--- config.mk ---
export PLATFORM = sky130hd
export DESIGN_NAME = interrupt_controller
export DESIGN_NICKNAME = d
export VERILOG_FILES = /design/src/rtl/interrupt_controller.sv
export SDC_FILE = /design/constraint.sdc
export NUM_CORES = 1
export LEC_CHECK = 0
export ABC_CLOCK_PERIOD_IN_PS = 1390
export CORE_MARGIN = 2
export CORE_UTILIZATION = 33
export DETAILED_ROUTE_END_ITERATION = 6
export HOLD_SLACK_MARGIN = 0.08
export MAX_ROUTING_LAYER = met4
export PLACE_DENSITY = 0.84
export SYNTH_ARGS = -nofsm -noshare
export SYNTH_HDL_FRONTEND = slang
export SYNTH_SLANG_ARGS = --single-unit
--- constraint.sdc ---
create_clock -name i_clk -period 1.39 [get_ports i_clk]
set_input_delay 0.2085 -clock i_clk [delete_from_list [all_inputs] [get_ports i_clk]]
set_output_delay 0.2085 -clock i_clk [all_outputs]
set_load 0.03 [all_outputs]
--- src/rtl/interrupt_controller.sv ---
// -----------------------------------------------------------------------------
// interrupt_controller
//
// Front end of the interrupt path. It synchronises the asynchronous interrupt
// pin and detects rising edges. It holds one pending request. When no
// call/ret/branch hazard sits in fetch or decode, it pulses o_interrupt_call.
// It then injects a micro-sequence into decode: PUSH_PC, an optional
// PUSH_FLAGS, and JUMP to VECTOR_ADDR. Finally it drains for DRAIN_CYCLES
// before it takes another request.
//
// Build option:
//   INT_SAVE_FLAGS_EN  defined   : sequence is PUSH_PC, PUSH_FLAGS, JUMP
//                      undefined : sequence is PUSH_PC, JUMP (op 01 never driven)
//
// Ports:
//   i_clk              clock, rising edge
//   i_rst_n            asynchronous active-low reset
//   i_int              external interrupt pin (asynchronous, rising-edge sensitive)
//   i_stall_interrupt  hazard instruction present in fetch or decode
//   i_flush_f_d        branch/ret flush in progress this cycle
//   i_stall_d_em       decode->EX/MEM stalled, injected op not accepted
//   o_interrupt_call   one-cycle pulse when the sequence starts
//   o_freeze_fetch     holds PC and F/D register while ops are injected
//   o_inject_valid     o_inject_op is valid
//   o_inject_op        00 PUSH_PC, 01 PUSH_FLAGS, 10 JUMP
//   o_vector_addr      VECTOR_ADDR while JUMP is presented, otherwise 0
//   o_busy             high in every state except IDLE and WAIT_SAFE
//   o_pending          a captured interrupt is waiting for service
//   o_dbg_state        current FSM state, for observation only
//
// Injection handshake: o_inject_valid acts as valid and !i_stall_d_em acts as
// ready. An op transfers in a cycle where both are high. While it waits, the
// op and the valid signal stay unchanged. After a transfer, the next op
// appears in the following cycle.
// -----------------------------------------------------------------------------
module interrupt_controller #(
   parameter int unsigned          ADDR_W       = 32,
   parameter logic [ADDR_W-1:0]    VECTOR_ADDR  = '0,
   parameter int unsigned          SYNC_STAGES  = 2,
   parameter int unsigned          DRAIN_CYCLES = 3
) (
   input  logic              i_clk,
   input  logic              i_rst_n,
   input  logic              i_int,
   input  logic              i_stall_interrupt,
   input  logic              i_flush_f_d,
   input  logic              i_stall_d_em,
   output logic              o_interrupt_call,
   output logic              o_freeze_fetch,
   output logic              o_inject_valid,
   output logic [1:0]        o_inject_op,
   output logic [ADDR_W-1:0] o_vector_addr,
   output logic              o_busy,
   output logic              o_pending,
   output logic [2:0]        o_dbg_state
);

   localparam logic [1:0] OP_PUSH_PC    = 2'b00;
`ifdef INT_SAVE_FLAGS_EN
   localparam logic [1:0] OP_PUSH_FLAGS = 2'b01;
`endif
   localparam logic [1:0] OP_JUMP       = 2'b10;

   // The counter is loaded on the JUMP accept. DRAIN then lasts exactly
   // DRAIN_CYCLES cycles and leaves on the cycle where the count is zero.
   localparam logic [3:0] DRAIN_LOAD = 4'(DRAIN_CYCLES - 1);

   typedef enum logic [2:0] {
      ST_IDLE      = 3'd0,
      ST_WAIT_SAFE = 3'd1,
      ST_PUSH_PC   = 3'd2,
      ST_JUMP      = 3'd4,
      ST_DRAIN     = 3'd5
`ifdef INT_SAVE_FLAGS_EN
      , ST_PUSH_FLAGS = 3'd3
`endif
   } state_t;

   state_t                 state_q, state_d;
   logic [SYNC_STAGES-1:0] sync_q;
   logic                   sync_prev_q;
   logic                   int_edge;
   logic                   pending_q;
   logic [3:0]             drain_q;
   logic                   drain_load;
   logic                   call;

   // Synchroniser. New samples enter at bit 0. The oldest sample sits at the MSB.
   always_ff @(posedge i_clk or negedge i_rst_n) begin
      if (!i_rst_n) begin
         sync_q      <= '0;
         sync_prev_q <= 1'b0;
      end else begin
         sync_q      <= {sync_q[SYNC_STAGES-2:0], i_int};
         sync_prev_q <= sync_q[SYNC_STAGES-1];
      end
   end

   assign int_edge = sync_q[SYNC_STAGES-1] & ~sync_prev_q;

   // The pending request is a single slot. The call clears it. An edge in the
   // call cycle sets it again, so that edge is not lost.
   always_ff @(posedge i_clk or negedge i_rst_n) begin
      if (!i_rst_n) begin
         pending_q <= 1'b0;
      end else begin
         pending_q <= (pending_q & ~call) | int_edge;
      end
   end

   always_ff @(posedge i_clk or negedge i_rst_n) begin
      if (!i_rst_n) begin
         state_q <= ST_IDLE;
      end else begin
         state_q <= state_d;
      end
   end

   always_ff @(posedge i_clk or negedge i_rst_n) begin
      if (!i_rst_n) begin
         drain_q <= '0;
      end else if (drain_load) begin
         drain_q <= DRAIN_LOAD;
      end else if (state_q == ST_DRAIN && drain_q != '0) begin
         drain_q <= drain_q - 4'd1;
      end
   end

   always_comb begin
      state_d        = state_q;
      call           = 1'b0;
      o_inject_valid = 1'b0;
      o_inject_op    = OP_PUSH_PC;
      o_freeze_fetch = 1'b0;
      o_busy         = 1'b0;
      drain_load     = 1'b0;
      case (state_q)
         ST_IDLE: begin
            if (pending_q) state_d = ST_WAIT_SAFE;
         end
         ST_WAIT_SAFE: begin
            if (!i_stall_interrupt && !i_flush_f_d) begin
               call    = 1'b1;
               state_d = ST_PUSH_PC;
            end
         end
         ST_PUSH_PC: begin
            o_inject_valid = 1'b1;
            o_inject_op    = OP_PUSH_PC;
            o_freeze_fetch = 1'b1;
            o_busy         = 1'b1;
`ifdef INT_SAVE_FLAGS_EN
            if (!i_stall_d_em) state_d = ST_PUSH_FLAGS;
`else
            if (!i_stall_d_em) state_d = ST_JUMP;
`endif
         end
`ifdef INT_SAVE_FLAGS_EN
         ST_PUSH_FLAGS: begin
            o_inject_valid = 1'b1;
            o_inject_op    = OP_PUSH_FLAGS;
            o_freeze_fetch = 1'b1;
            o_busy         = 1'b1;
            if (!i_stall_d_em) state_d = ST_JUMP;
         end
`endif
         ST_JUMP: begin
            o_inject_valid = 1'b1;
            o_inject_op    = OP_JUMP;
            o_freeze_fetch = 1'b1;
            o_busy         = 1'b1;
            if (!i_stall_d_em) begin
               state_d    = ST_DRAIN;
               drain_load = 1'b1;
            end
         end
         ST_DRAIN: begin
            o_busy = 1'b1;
            if (drain_q == '0) state_d = pending_q ? ST_WAIT_SAFE : ST_IDLE;
         end
         default: begin
            state_d = ST_IDLE;
         end
      endcase
   end

   assign o_interrupt_call = call;
   assign o_pending        = pending_q;
   assign o_vector_addr    = (state_q == ST_JUMP) ? VECTOR_ADDR : '0;
   assign o_dbg_state      = state_q;

endmodule

==> flow_summary.rst <==
.. list-table::
   :header-rows: 1

   * - Metric
     - Value
   * - TritonCTS Buffers
     - 3
   * - Router iterations before antenna repair
     - 4
   * - WP buf/inv
     - 1
   * - Highest-delay cell along the critical path
     - or4_1
   * - Routed length per placed instance
     - 10.83 um
   * - Area of the die
     - 2820 um^2
   * - Highest attainable clock frequency
     - 676.7 MHz
   * - Via count of the first global-routing pass
     - 508
   * - Largest incremental delay on the critical path
     - 0.51 ns
   * - Worst slew margin
     - 64.82%
   * - Crit share post-route
     - 106.3%
   * - Worst voltage drop across the vdd grid
     - 0.8329 mV
   * - Storage cell area
     - 279.0 um^2
   * - Worst R2R Start
     - drain_q[1]
   * - Initial core utilization
     - 35.29%
   * - Category of the worst setup path capture point
     - flop
   * - Worst clock skew
     - 0.004180 ns
   * - Root Driver
     - clkbuf_4
   * - Pin count of the biggest net entering global routing
     - 12
   * - Reg2reg path depth
     - 5
   * - Overall Power
     - 1.763 mW
   * - Total detailed-routing wirelength
     - 1548 um
   * - Leakage Power
     - 0.5147 nW
   * - Min-delay worst type
     - input pin to asynchronous set/reset pin
   * - Final-layout fill cell count
     - 202
   * - Multi-input gate area
     - 442.9 um^2
   * - Initial detailed-routing violation count
     - 9
   * - Number of distinct library cell variants in the gate-level netlist after synthesis
     - 27
   * - Max-slew violation total from the final report
     - 0
   * - Register-to-register setup slack
     - -0.09 ns
   * - Diodes inserted
     - 0
   * - Total standard cell area after synthesis
     - 795.8 um^2
   * - Arrival time of the worst setup path
     - 1.67 ns
   * - Mapped Avg Cell Area
     - 9.147 um^2
   * - Clock insertion delay at the later pin of the skew report
     - 0.27 ns
   * - Data required time at the worst endpoint
     - 1.58 ns
   * - Total half-perimeter wirelength after legalization and detailed placement
     - 1050 um
   * - Placeable core region
     - 2255 um^2
   * - Crit path max fanout
     - 4
   * - Hold-fix buffers, CTS
     - 0
   * - Number of non-filler instances in the completed layout
     - 143
   * - Worst Tran Pin Value
     - 0.5260 ns
   * - Remaining antenna violation count
     - 0
   * - DR vias
     - 592
   * - Reg2Reg Capture Point
     - drain_q[3]
   * - WL met1
     - 598 um
   * - Post-synthesis cell count
     - 87
   * - Worst Setup Start Kind
     - flop
   * - Number of ports placed on the die boundary
     - 48
   * - Max-cap violation count
     - 0
   * - Post-layout min period
     - 1.478 ns
   * - Maximum clock path buffer count
     - 2
   * - Sequential element share of the synthesized area
     - 34.59%
   * - IO buf count
     - 14
   * - Pwr Density
     - 1666 nW/um^2
   * - Violated checks
     - negative setup slack
   * - Global-route wire length before repair
     - 2256 um
   * - H-Tree Level Count
     - 1
   * - Gp weighted congestion
     - 0.7284
   * - CTS tree
     - yes
   * - Outcome
     - complete, but fails checks
   * - Setup repair after global routing missed its margin
     - true
   * - Clk pin slew, worst setup/hold paths
     - 0.07 ns
   * - Overall die height
     - 53.11 um
   * - Gate family responsible for the most delay along the worst path
     - simple AND/OR/NAND/NOR gates
   * - Ordered list of cells on the worst path
     - inv_1, ha_2, nor3b_4, or4_1, a21boi_1
   * - Least setup slack across all paths after layout
     - -0.08773 ns
   * - Die Wd
     - 53.11 um
   * - Routed length on met3
     - 115 um
   * - Setup violators final
     - 8
   * - Standard-cell rows
     - 17
   * - Overflow left after global routing
     - 0
   * - Area growth from synthesis to final layout
     - 33.02%
   * - Top routing layer in use
     - met3
   * - Combined global-route utilization of all metal layers
     - 11.37%
   * - Flops & latches, synth
     - 11
   * - Ratio of cells with drive above 1 in the final layout
     - 36.52%
   * - Met2 Routed Length
     - 834 um
   * - Final Hold Violating Endpoints
     - 0
   * - Average via count per standard cell
     - 4.140
   * - Critical path start-end classification
     - flop to flop
   * - Final Hold Slack
     - 0.2849 ns
   * - Instance count after placement with tap cells included
     - 131
   * - Final-layout setup total negative slack
     - -0.2803 ns
   * - Count of unresolved DRC violations after routing
     - 0
   * - Number of antenna violations at the first check in global routing
     - 0
   * - Number of nets in the layout
     - 123
   * - Num Clock Sinks
     - 11
   * - Synthesis Warnings
     - 0
==> what timing repair did <==
item / in CTS / in global routing
pin swaps: 2 / 5
endpoints found under the setup margin: 11 / 11
buffers inserted: 7 / 1
resized for setup: 16 / 12
==> cells in the mapped netlist, drive strengths merged <==
| cell | count | area share, % |
|---|---|---|
| buf | 35 | 33 |
| dfrtp | 11 | 35 |
| nor2 | 6 | 2.8 |
| inv | 4 | 1.9 |
| nand2 | 3 | 1.4 |
| o21ai | 3 | 1.9 |
| a21boi | 2 | 1.9 |
| a21oi | 2 | 1.3 |
| nand2b | 2 | 1.6 |
| nor3b | 2 | 1.9 |
| o22ai | 2 | 1.6 |
| or3 | 2 | 1.6 |
| a211o | 1 | 1.1 |
| a211oi | 1 | 0.94 |
| a31o | 1 | 1.1 |
| and3 | 1 | 0.79 |
| conb | 1 | 0.47 |
| ha | 1 | 1.6 |
| mux2i | 1 | 1.3 |
| nand3b | 1 | 2.5 |
| nor2b | 1 | 0.79 |
| o2bb2ai | 1 | 1.1 |
| o311ai | 1 | 1.1 |
| or4 | 1 | 0.94 |
| or4b | 1 | 1.3 |
==> registers in the layout, summed over array words and instances, names as in the netlist <==
signal       count
o_pending        1
sync_q           2
sync_prev_q      1
drain_q          4
o_dbg_state      3
==> power by group <==
| part | switching, mW | total (mW) | internal, mW |
|---|---|---|---|
| combinational | 0.573 | 1.04 | 0.465 |
| sequential | 0.0923 | 0.509 | 0.417 |
| clock | 0.105 | 0.216 | 0.111 |
==> routing by layer <==
layer	vias up	GRT usage, %
met5	-	-
met4	0	3.846
met3	0	3.390
met2	34	19.17
met1	273	12.82
li1	285	-
==> through the flow <==
| step | setup slack, ns | area, um^2 | utilization [%] |
|---|---|---|---|
| floorplan | -0.06359 | 954.7 | - |
| global placement | -0.06700 | 885.9 | 39.29 |
| detailed placement | -0.09668 | 885.9 | 39.29 |
| CTS | -0.08267 | 1016 | 45.06 |
| global route | -0.1438 | 1059 | 46.95 |
| finish | -0.08773 | 1059 | 46.95 |
==> how the worst max path moves through the flow <==
stage	from	end	slack, ns	cells after the start
2_1_floorplan	o_dbg_state[1]	o_inject_valid	-0.06	3
3_3_place_gp	i_stall_d_em	drain_q[2]	-0.07	4
3_5_place_dp	drain_q[0]	drain_q[3]	-0.1	5
4_1_cts	drain_q[0]	drain_q[3]	-0.08	5
5_1_grt	drain_q[1]	drain_q[3]	-0.14	5
6_report	drain_q[1]	drain_q[3]	-0.09	5
==> placed cells by master (no fill, tap or decap), types with 2 or more instances in the layout <==
cell type         n
buf_6             7
dfrtp_1           8
nor2_4            2
dlygate4sd2_1     2
conb_1           33
clkbuf_4          3
or3_1             2
dfrtp_2           3
buf_4            11
inv_1             4
a21boi_1          2
nor2_1            3
nand2_2           3
nand2b_4          2
o21ai_0           2
clkdlybuf4s50_1   5
o22ai_1           2
==> layout make-up <==
cell class	count	share of cell area [%]
multi-input combinational	69	41.84
sequential	11	26.36
timing repair buffer	27	24.59
tap	28	3.310
clock buffer	4	2.482
inverter	4	1.418
==> cell families after synthesis <==
| kind of cell | Yosys count | synth area share (%) |
|---|---|---|
| buf+inv | 39 | 34.59 |
| simple gates | 20 | 15.57 |
| compound gates | 14 | 11.95 |
| flops | 11 | 34.59 |
| mux | 1 | 1.258 |
| fa+ha+maj | 1 | 1.572 |
| other cells | 1 | 0.4712 |
(Power assumes the default switching activity.)
